File: src/rtl/cpu_core_mc.sv
// cpu_core_mc: multi-cycle RV32I-subset core with an external fetch handshake.
// Executes OP-IMM, LUI, AUIPC, JAL, JALR and EBREAK; stops on ebreak,
// illegal instructions or misaligned jump targets.
// Optional commit trace outputs are built when COMMIT_TRACE_EN is defined.
module cpu_core_mc #(
    parameter logic [31:0] RESET_PC = 32'h8000_0000,
    parameter int          NREGS    = 32,
    parameter int          RETIRE_W = 32
) (
    input  logic                clk,
    input  logic                rest,
    output logic                inst_req,
    output logic [31:0]         inst_addr,
    input  logic                inst_valid,
    input  logic [31:0]         inst,
    output logic                halt,
    output logic                trap,
    output logic [31:0]         exit_code,
    output logic [RETIRE_W-1:0] retired
`ifdef COMMIT_TRACE_EN
    ,
    output logic                commit_valid,
    output logic [31:0]         commit_pc,
    output logic [31:0]         commit_inst
`endif
);

    localparam int             AW       = $clog2(NREGS);
    localparam logic [AW-1:0]  A0_IDX   = AW'(10);
    localparam logic [6:0]     OP_IMM   = 7'b0010011;
    localparam logic [6:0]     OP_LUI   = 7'b0110111;
    localparam logic [6:0]     OP_AUIPC = 7'b0010111;
    localparam logic [6:0]     OP_JAL   = 7'b1101111;
    localparam logic [6:0]     OP_JALR  = 7'b1100111;
    localparam logic [6:0]     OP_SYS   = 7'b1110011;
    localparam logic [31:0]    EBREAK_W = 32'h0010_0073;

    typedef enum logic [1:0] {FETCH, EXEC, HALT} state_t;

    state_t             state, state_nxt;
    logic               req_nxt;
    logic [31:0]        pc;
    logic [31:0]        ir;
    logic [31:0]        regs [NREGS];

    logic [6:0]         opcode;
    logic [4:0]         rd, rs1, shamt;
    logic [2:0]         funct3;
    logic [6:0]         funct7;
    logic signed [31:0] imm_i, imm_j;
    logic [31:0]        imm_u;
    logic signed [31:0] rs1_val;
    logic [31:0]        a0_val;

    logic signed [31:0] exe_res;
    logic [31:0]        exe_tgt;
    logic               exe_wr, exe_jump, exe_ill, exe_brk, exe_rs1, exe_mis;
    logic               exe_stop, exe_trap;

    assign opcode    = ir[6:0];
    assign rd        = ir[11:7];
    assign funct3    = ir[14:12];
    assign rs1       = ir[19:15];
    assign shamt     = ir[24:20];
    assign funct7    = ir[31:25];
    assign imm_i     = {{20{ir[31]}}, ir[31:20]};
    assign imm_u     = {ir[31:12], 12'b0};
    assign imm_j     = {{11{ir[31]}}, ir[31], ir[19:12], ir[20], ir[30:21], 1'b0};
    assign rs1_val   = (rs1 == 5'd0) ? '0 : regs[rs1[AW-1:0]];
    assign a0_val    = regs[A0_IDX];
    assign inst_addr = pc;

    // Decode and execute the latched instruction word.
    always_comb begin
        exe_res  = '0;
        exe_tgt  = pc + 32'd4;
        exe_wr   = 1'b0;
        exe_jump = 1'b0;
        exe_ill  = 1'b0;
        exe_brk  = 1'b0;
        exe_rs1  = 1'b0;
        case (opcode)
            OP_IMM: begin
                exe_wr  = 1'b1;
                exe_rs1 = 1'b1;
                case (funct3)
                    3'b000: exe_res = rs1_val + imm_i;
                    3'b010: exe_res = {31'b0, (rs1_val < imm_i)};
                    3'b011: exe_res = {31'b0, ($unsigned(rs1_val) < $unsigned(imm_i))};
                    3'b100: exe_res = rs1_val ^ imm_i;
                    3'b110: exe_res = rs1_val | imm_i;
                    3'b111: exe_res = rs1_val & imm_i;
                    3'b001: begin
                        exe_res = rs1_val << shamt;
                        exe_ill = (funct7 != 7'b0);
                    end
                    3'b101: begin
                        if (funct7 == 7'b0)
                            exe_res = $unsigned(rs1_val) >> shamt;
                        else if (funct7 == 7'b0100000)
                            exe_res = rs1_val >>> shamt;
                        else
                            exe_ill = 1'b1;
                    end
                endcase
            end
            OP_LUI: begin
                exe_wr  = 1'b1;
                exe_res = imm_u;
            end
            OP_AUIPC: begin
                exe_wr  = 1'b1;
                exe_res = pc + imm_u;
            end
            OP_JAL: begin
                exe_wr   = 1'b1;
                exe_jump = 1'b1;
                exe_res  = pc + 32'd4;
                exe_tgt  = pc + imm_j;
            end
            OP_JALR: begin
                exe_wr   = 1'b1;
                exe_jump = 1'b1;
                exe_rs1  = 1'b1;
                exe_res  = pc + 32'd4;
                exe_tgt  = (rs1_val + imm_i) & ~32'd1;
                exe_ill  = (funct3 != 3'b000);
            end
            OP_SYS: begin
                exe_brk = (ir == EBREAK_W);
                exe_ill = (ir != EBREAK_W);
            end
            default: exe_ill = 1'b1;
        endcase
        // RV32E: register indices 16..31 do not exist
        if (NREGS == 16 && ((exe_wr && rd[4]) || (exe_rs1 && rs1[4])))
            exe_ill = 1'b1;
        exe_mis  = exe_jump && (exe_tgt[1:0] != 2'b00);
        exe_stop = exe_ill || exe_mis || exe_brk;
        exe_trap = exe_ill || exe_mis;
    end

    // Next-state and registered-request logic for the FETCH/EXEC/HALT sequencer.
    always_comb begin
        state_nxt = state;
        req_nxt   = 1'b0;
        case (state)
            FETCH: begin
                if (inst_req && inst_valid)
                    state_nxt = EXEC;
                else
                    req_nxt = 1'b1;
            end
            EXEC:    state_nxt = exe_stop ? HALT : FETCH;
            HALT:    state_nxt = HALT;
            default: state_nxt = FETCH;
        endcase
    end

    // Control state: sequencer, pc, stop flags and retire counter.
    always_ff @(posedge clk) begin
        if (rest) begin
            state     <= FETCH;
            inst_req  <= 1'b0;
            pc        <= RESET_PC;
            halt      <= 1'b0;
            trap      <= 1'b0;
            exit_code <= '0;
            retired   <= '0;
        end else begin
            state    <= state_nxt;
            inst_req <= req_nxt;
            if (state == EXEC) begin
                if (exe_stop) begin
                    halt      <= 1'b1;
                    trap      <= exe_trap;
                    exit_code <= a0_val;
                end else begin
                    pc      <= exe_jump ? exe_tgt : pc + 32'd4;
                    retired <= retired + 1'b1;
                end
            end
        end
    end

    // Instruction register: captures the word on an accepted fetch.
    always_ff @(posedge clk) begin
        if (state == FETCH && inst_req && inst_valid)
            ir <= inst;
    end

    // Register file write port; x0 is never written and reads as zero.
    always_ff @(posedge clk) begin
        if (!rest && state == EXEC && !exe_stop && exe_wr && rd != 5'd0)
            regs[rd[AW-1:0]] <= exe_res;
    end

`ifdef COMMIT_TRACE_EN
    assign commit_valid = (state == EXEC) && !exe_stop;
    assign commit_pc    = commit_valid ? pc : '0;
    assign commit_inst  = commit_valid ? ir : '0;
`endif

endmodule
File: config.mk
export PLATFORM = sky130hd
export DESIGN_NAME = cpu_core_mc
export DESIGN_NICKNAME = d
export VERILOG_FILES = /design/src/rtl/cpu_core_mc.sv
export SDC_FILE = /design/constraint.sdc
export NUM_CORES = 2
export LEC_CHECK = 0
export CELL_PAD_IN_SITES_DETAIL_PLACEMENT = 1
export CELL_PAD_IN_SITES_GLOBAL_PLACEMENT = 2
export CORE_ASPECT_RATIO = 2
export CORE_MARGIN = 10
export CORE_UTILIZATION = 40
export CTS_CLUSTER_DIAMETER = 50
export DETAILED_ROUTE_END_ITERATION = 8
export PLACE_DENSITY_LB_ADDON = 0.1
export SLEW_MARGIN = 20
export SYNTH_ARGS = -nofsm -noshare
export SYNTH_HDL_FRONTEND = slang
export SYNTH_SLANG_ARGS = --single-unit
File: constraint.sdc
create_clock -name clk -period 10 [get_ports clk]
set_input_delay 1 -clock clk [delete_from_list [all_inputs] [get_ports clk]]
set_output_delay 1 -clock clk [all_outputs]
set_load 0.03 [all_outputs]
# After elaboration in Yosys (flattened, before gate mapping)
# Memory sizes are Yosys's and may differ from the RTL's. A register that Yosys moved wholly into a read port is not among the register bits.
# Index checks and enable logic that the tools add are counted.
[totals] output_inout_bits=99 word_cells=90 input_bits=35 reg_bits=101 n_memories=1 ram_bits=1024
[op_classes] add_sub_neg=6 reduce_logical=26 bitwise=5 n_eq_ne=19 shift=3 order_cmp=2 muxes=21
[mem_list] name="regs" depth=32 word_bits=32 read_ports=2 rd_ports_with_merged_regs=2 write_ports=1 line="44" rtl="logic [31:0] regs [NREGS];"
[ops] cell="$pmux 32 s8" count=1
[ops] cell="$mux 32" count=4
[ops] cell="$pmux 32 s4" count=1
[ops] cell="$add 32x32->32" count=3
[ops] cell="$pmux 32 s2" count=1
[ops] cell="$add 32x1->32 const B" count=1
[ops] cell="$add 32x12->32" count=1
[ops] cell="$add 32x3->32 const B" count=1
[ops] cell="$and 32x12->32" count=1
[ops] cell="$eq 32x21->1 const B" count=1
[ops] cell="$lt 32x12->1" count=1
[ops] cell="$lt 32x32->1" count=1
[ops] cell="$ne 32x21->1 const B" count=1
[ops] cell="$or 32x12->32" count=1
[ops] cell="$shl 32x5->32" count=1
[ops] cell="$shr 32x5->32" count=1
[ops] cell="$sshr 32x5->32" count=1
[ops] cell="$xor 32x12->32" count=1
[ops] cell="$eq 7x7->1 const B" count=3
[ops] cell="$eq 7x5->1 const B" count=2
[ops] cell="$eq 7x6->1 const B" count=2
[ops] cell="$eq 3x3->1 const B" count=4
[ops] cell="$logic_and 1x1->1" count=8
[ops] cell="$mux 1" count=8
[ops] cell="25 further kinds" count=32

# Longest topological paths before layout
[depth] depth_word=14 mapped_depth=26 depth_no_buf=18

# Least setup slack after synthesis
# No wires, ideal clock.
[synth_timing] path_type="reg-to-reg" start="register (tool-made name)" end="memory regs[18][0], enable pin" slack_ns=3.072 n_path_buf=6 path_stages_with_launch=22 required_time_ns=9.532 period_less_slack_ns=6.928 setup_time_ns=0.468 t_arrival_ns=6.460 path_cell_list="dfxtp_1 buf_6 buf_6 buf_6 buf_6 buf_6 buf_4 mux2i_1 a22oi_1 nand3_1 nand3_1 and2_1 ha_1 inv_1 fa_1 and2_1 o311ai_0 nor3b_1 nand2_1 nor4_1 nand3_1 nor3b_1"
[synth_rtl] item="end: declaration" line="44"

==> flow_summary.toml <==
[clock_tree]
postCtsHoldBufs = 0
post_cts_buffers = 0
cts_made_buffers = 107
clock-sinks = 1162
clk_path_buf_depth = 3
cts_root_buf = "clkbuf_16"
cts.clk_slew.worst_paths_ns = 0.07
htree_num_levels = 3
clk_latency_ns = 0.76
cts_tree = "yes"
ctsResizeCount = 0

[power_and_ir_drop]
finalPower_mw = 11.3
p_leak_nw = 23.6
max-vdd-ir-drop_mv = 0.161
swShare = 0.281
internal_power_mw = 8.14
p_comb_frac = 0.151
powerDensity_nw_per_um2 = 174
power_switching_mw = 3.18
pwr-share-clk = 0.381
seqPwrFrac = 0.467

[floorplanning]
initial_core_util = 0.403
core_um2 = 141000
dieArea_um2 = 159000
fp.dieW_um = 287
ios = 134
rows = 195
die_h_um = 553

[worst_setup_path]
r2r_setup_slack_ns = 1.90
critical_path_class = "register to register"
reg2reg_depth = 17
worstSetupStartpointType = "register"
endpoint_kind = "register"
cp.required_ns = 10.36
r2r-end = "regs[16][30]"
cp_max_fo = 109
arrival_ns = 8.46

[global_route]
grt_pass1_vias = 42369
track_usage = 0.318
grt_max_degree = 110
grt_pass1_wl_mm = 350
grt_remaining_overflow = 0
antenna_found_initial = 14

[sta]
skew_ns = 0.0588
tightest_slew_ns = 1.23
fin_ws_ns = 1.90
period_needed_ns = 8.10
layout_worst_path_cycle_share = 0.810
hold_viol = 0
setup_tns_ns = 0
setup_viol = 0
slew_violations = 0
fmax_mhz = 123
slew-limit-headroom = 0.175
grt_setup_unrepaired = "no"

[route]
vias_per_cell = 6.30
via_count = 40629
drt_iter0_markers = 3195
drtPass1Iterations = 7
drc = 0
postRouteAntennaNets = 0
wl_per_cell_um = 39.6
routed_wl_mm = 255

[hold_path]
worstHoldPathCells = 2
hold_end = "halt"
worstHoldPathType = "register to register"
hold_path.startpoint = "halt"

[place]
place_ws_ns = 1.96
gp_congestion = 1.01
place.port_buffers = 133
dpl.hpwl_mm = 181

[run_status]
status = "finished, final reports clean"

[final_layout]
layout_commonest_cell = "edfxtp_1"
fin_nets = 4664
drive_gt1_frac = 0.144
final_cell_mix = "edfxtp_1 (1056), mux2i_1 (345), nor2_1 (320)"
multi_input_area_um2 = 22100
regArea_um2 = 33800
syn2layout_area_growth_pct = 14.5
nFillCells = 14276

[synth]
synth_top_area_cell = "edfxtp_1"
synth_top_area_share = 0.557
synth_edf_count = 1056
ys_warn_count = 0
synth_seq_cells = 1162
syn-mean-instance-area_um2 = 13.4
synthTopCellsByArea = "edfxtp_1 (56%), mux2i_1 (6.1%), mux4_2 (5.1%), dfxtp_1 (3.7%), ha_1 (3.4%)"
async_flop_share = 0
synth-seq-area-share = 0.595
synth_cells = 4261
synthFlopType = "edfxtp_1"
yosysUniqueCellTypes = 108
netlist_area_um2 = 56900

[flow_run]
drv_cap = 0
-- layout make-up --
type,count,area share
Inverter,63,0.00363
Multi-Input combinational cell,2804,0.339
Tap cell,1871,0.0359
Clock buffer,135,0.0448
Clock inverter,68,0.0116
Timing Repair Buffer,333,0.0451
Antenna cell,10,0.000384
Sequential cell,1162,0.520
-- sequential cells by signal, indices dropped and copies added, names as in the netlist, named ones only --
register and flops:
state 2, regs 1024, retired 32, exit_code 32
inst_req 1, inst_addr 32, trap 1, halt 1
ir 32
-- per-layer routing --
metal | global-route usage | vias up | share of wire
met4 | 0.280 | 12 | 0.10
met2 | 0.561 | 1569 | 0.52
li1 | - | 17189 | -
met3 | 0.0606 | 705 | 0.050
met5 | 0.00122 | - | 0.00034
met1 | 0.314 | 21154 | 0.33
-- synth_stat cells, types with 26 or more instances --
library cell and n:
nand4_1 32, mux2i_1 345, buf_6 29, o21ai_0 129, nor2b_1 46, xor2_1 60, edfxtp_1 1056, nand3_1 117
and3_1 37, nand2_1 182, a21oi_1 212, clkbuf_1 149, inv_1 59, a22oi_1 126, o32ai_1 26, nor3_1 62
buf_2 35, nor2_1 355, mux4_2 128, o22ai_1 86, o211ai_1 56, xnor2_1 59, and2_1 36, dfxtp_1 106
ha_1 155, a31oi_1 43, a211oi_1 42, a21o_1 31
-- cells by family after synthesis --
kind of cell | share of synthesized area
flip-flops | 0.595
AO/OA/AOI/OAI | 0.121
AND/OR/NAND/NOR | 0.0862
multiplexers | 0.116
buffers and inverters | 0.0286
adder cells (fa/ha/maj) | 0.0351
XOR/XNOR | 0.0183
other | 0.0000659
-- worst max-delay path by stage --
stage | startpoint | endpoint | slack, ns | depth (start not counted)
after detailed placement | register | regs[11][29] | 1.96 | 18
after CTS | register | regs[11][0] | 1.93 | 18
after global routing | register | regs[3][27] | 1.71 | 18
final | register | regs[16][30] | 1.90 | 17
after global placement | register | regs[11][29] | 1.99 | 18
after floorplan | register | regs[18][0] | 3.07 | 21
-- per-stage QoR --
| stage | hold WS, ns | utilization | instances | cell area (µm²) |
|---|---|---|---|---|
| floorplan | 0.440 | - | 4292 | 57000 |
| global placement | 0.454 | 0.434 | 6224 | 61300 |
| detailed placement | 0.472 | 0.434 | 6226 | 61300 |
| CTS | 0.489 | 0.460 | 6429 | 65000 |
| global route | 0.523 | 0.461 | 6439 | 65100 |
| finish | 0.481 | 0.461 | 6446 | 65100 |
-- critical path, cell delays in order, from the launching register on --
cell and delay [ns]:
dfxtp_4 0.80, buf_4 0.59, buf_12 0.55, mux4_2 0.60, a2bb2oi_1 0.14, a21oi_1 0.42, a21oi_1 0.33, ha_1 0.41
or2_2 0.32, a21oi_1 0.15, a31oi_1 0.12, a211o_1 0.43, a31oi_1 0.77, a21oi_1 0.44, a211oi_1 0.36, xor2_1 0.18
a21oi_1 0.08, a211o_2 0.60
-- power by group through the flow --
stage               Sequential, mW  Clock, mW  Combinational, mW
floorplan                     5.38          0              0.971
global placement              5.39          0               1.63
detailed placement            5.39          0               1.64
CTS                           5.29       4.39               1.64
global route                  5.29       4.58               1.79
finish                        5.29       4.32               1.71
Note: power is estimated with default switching activity, not from simulation.
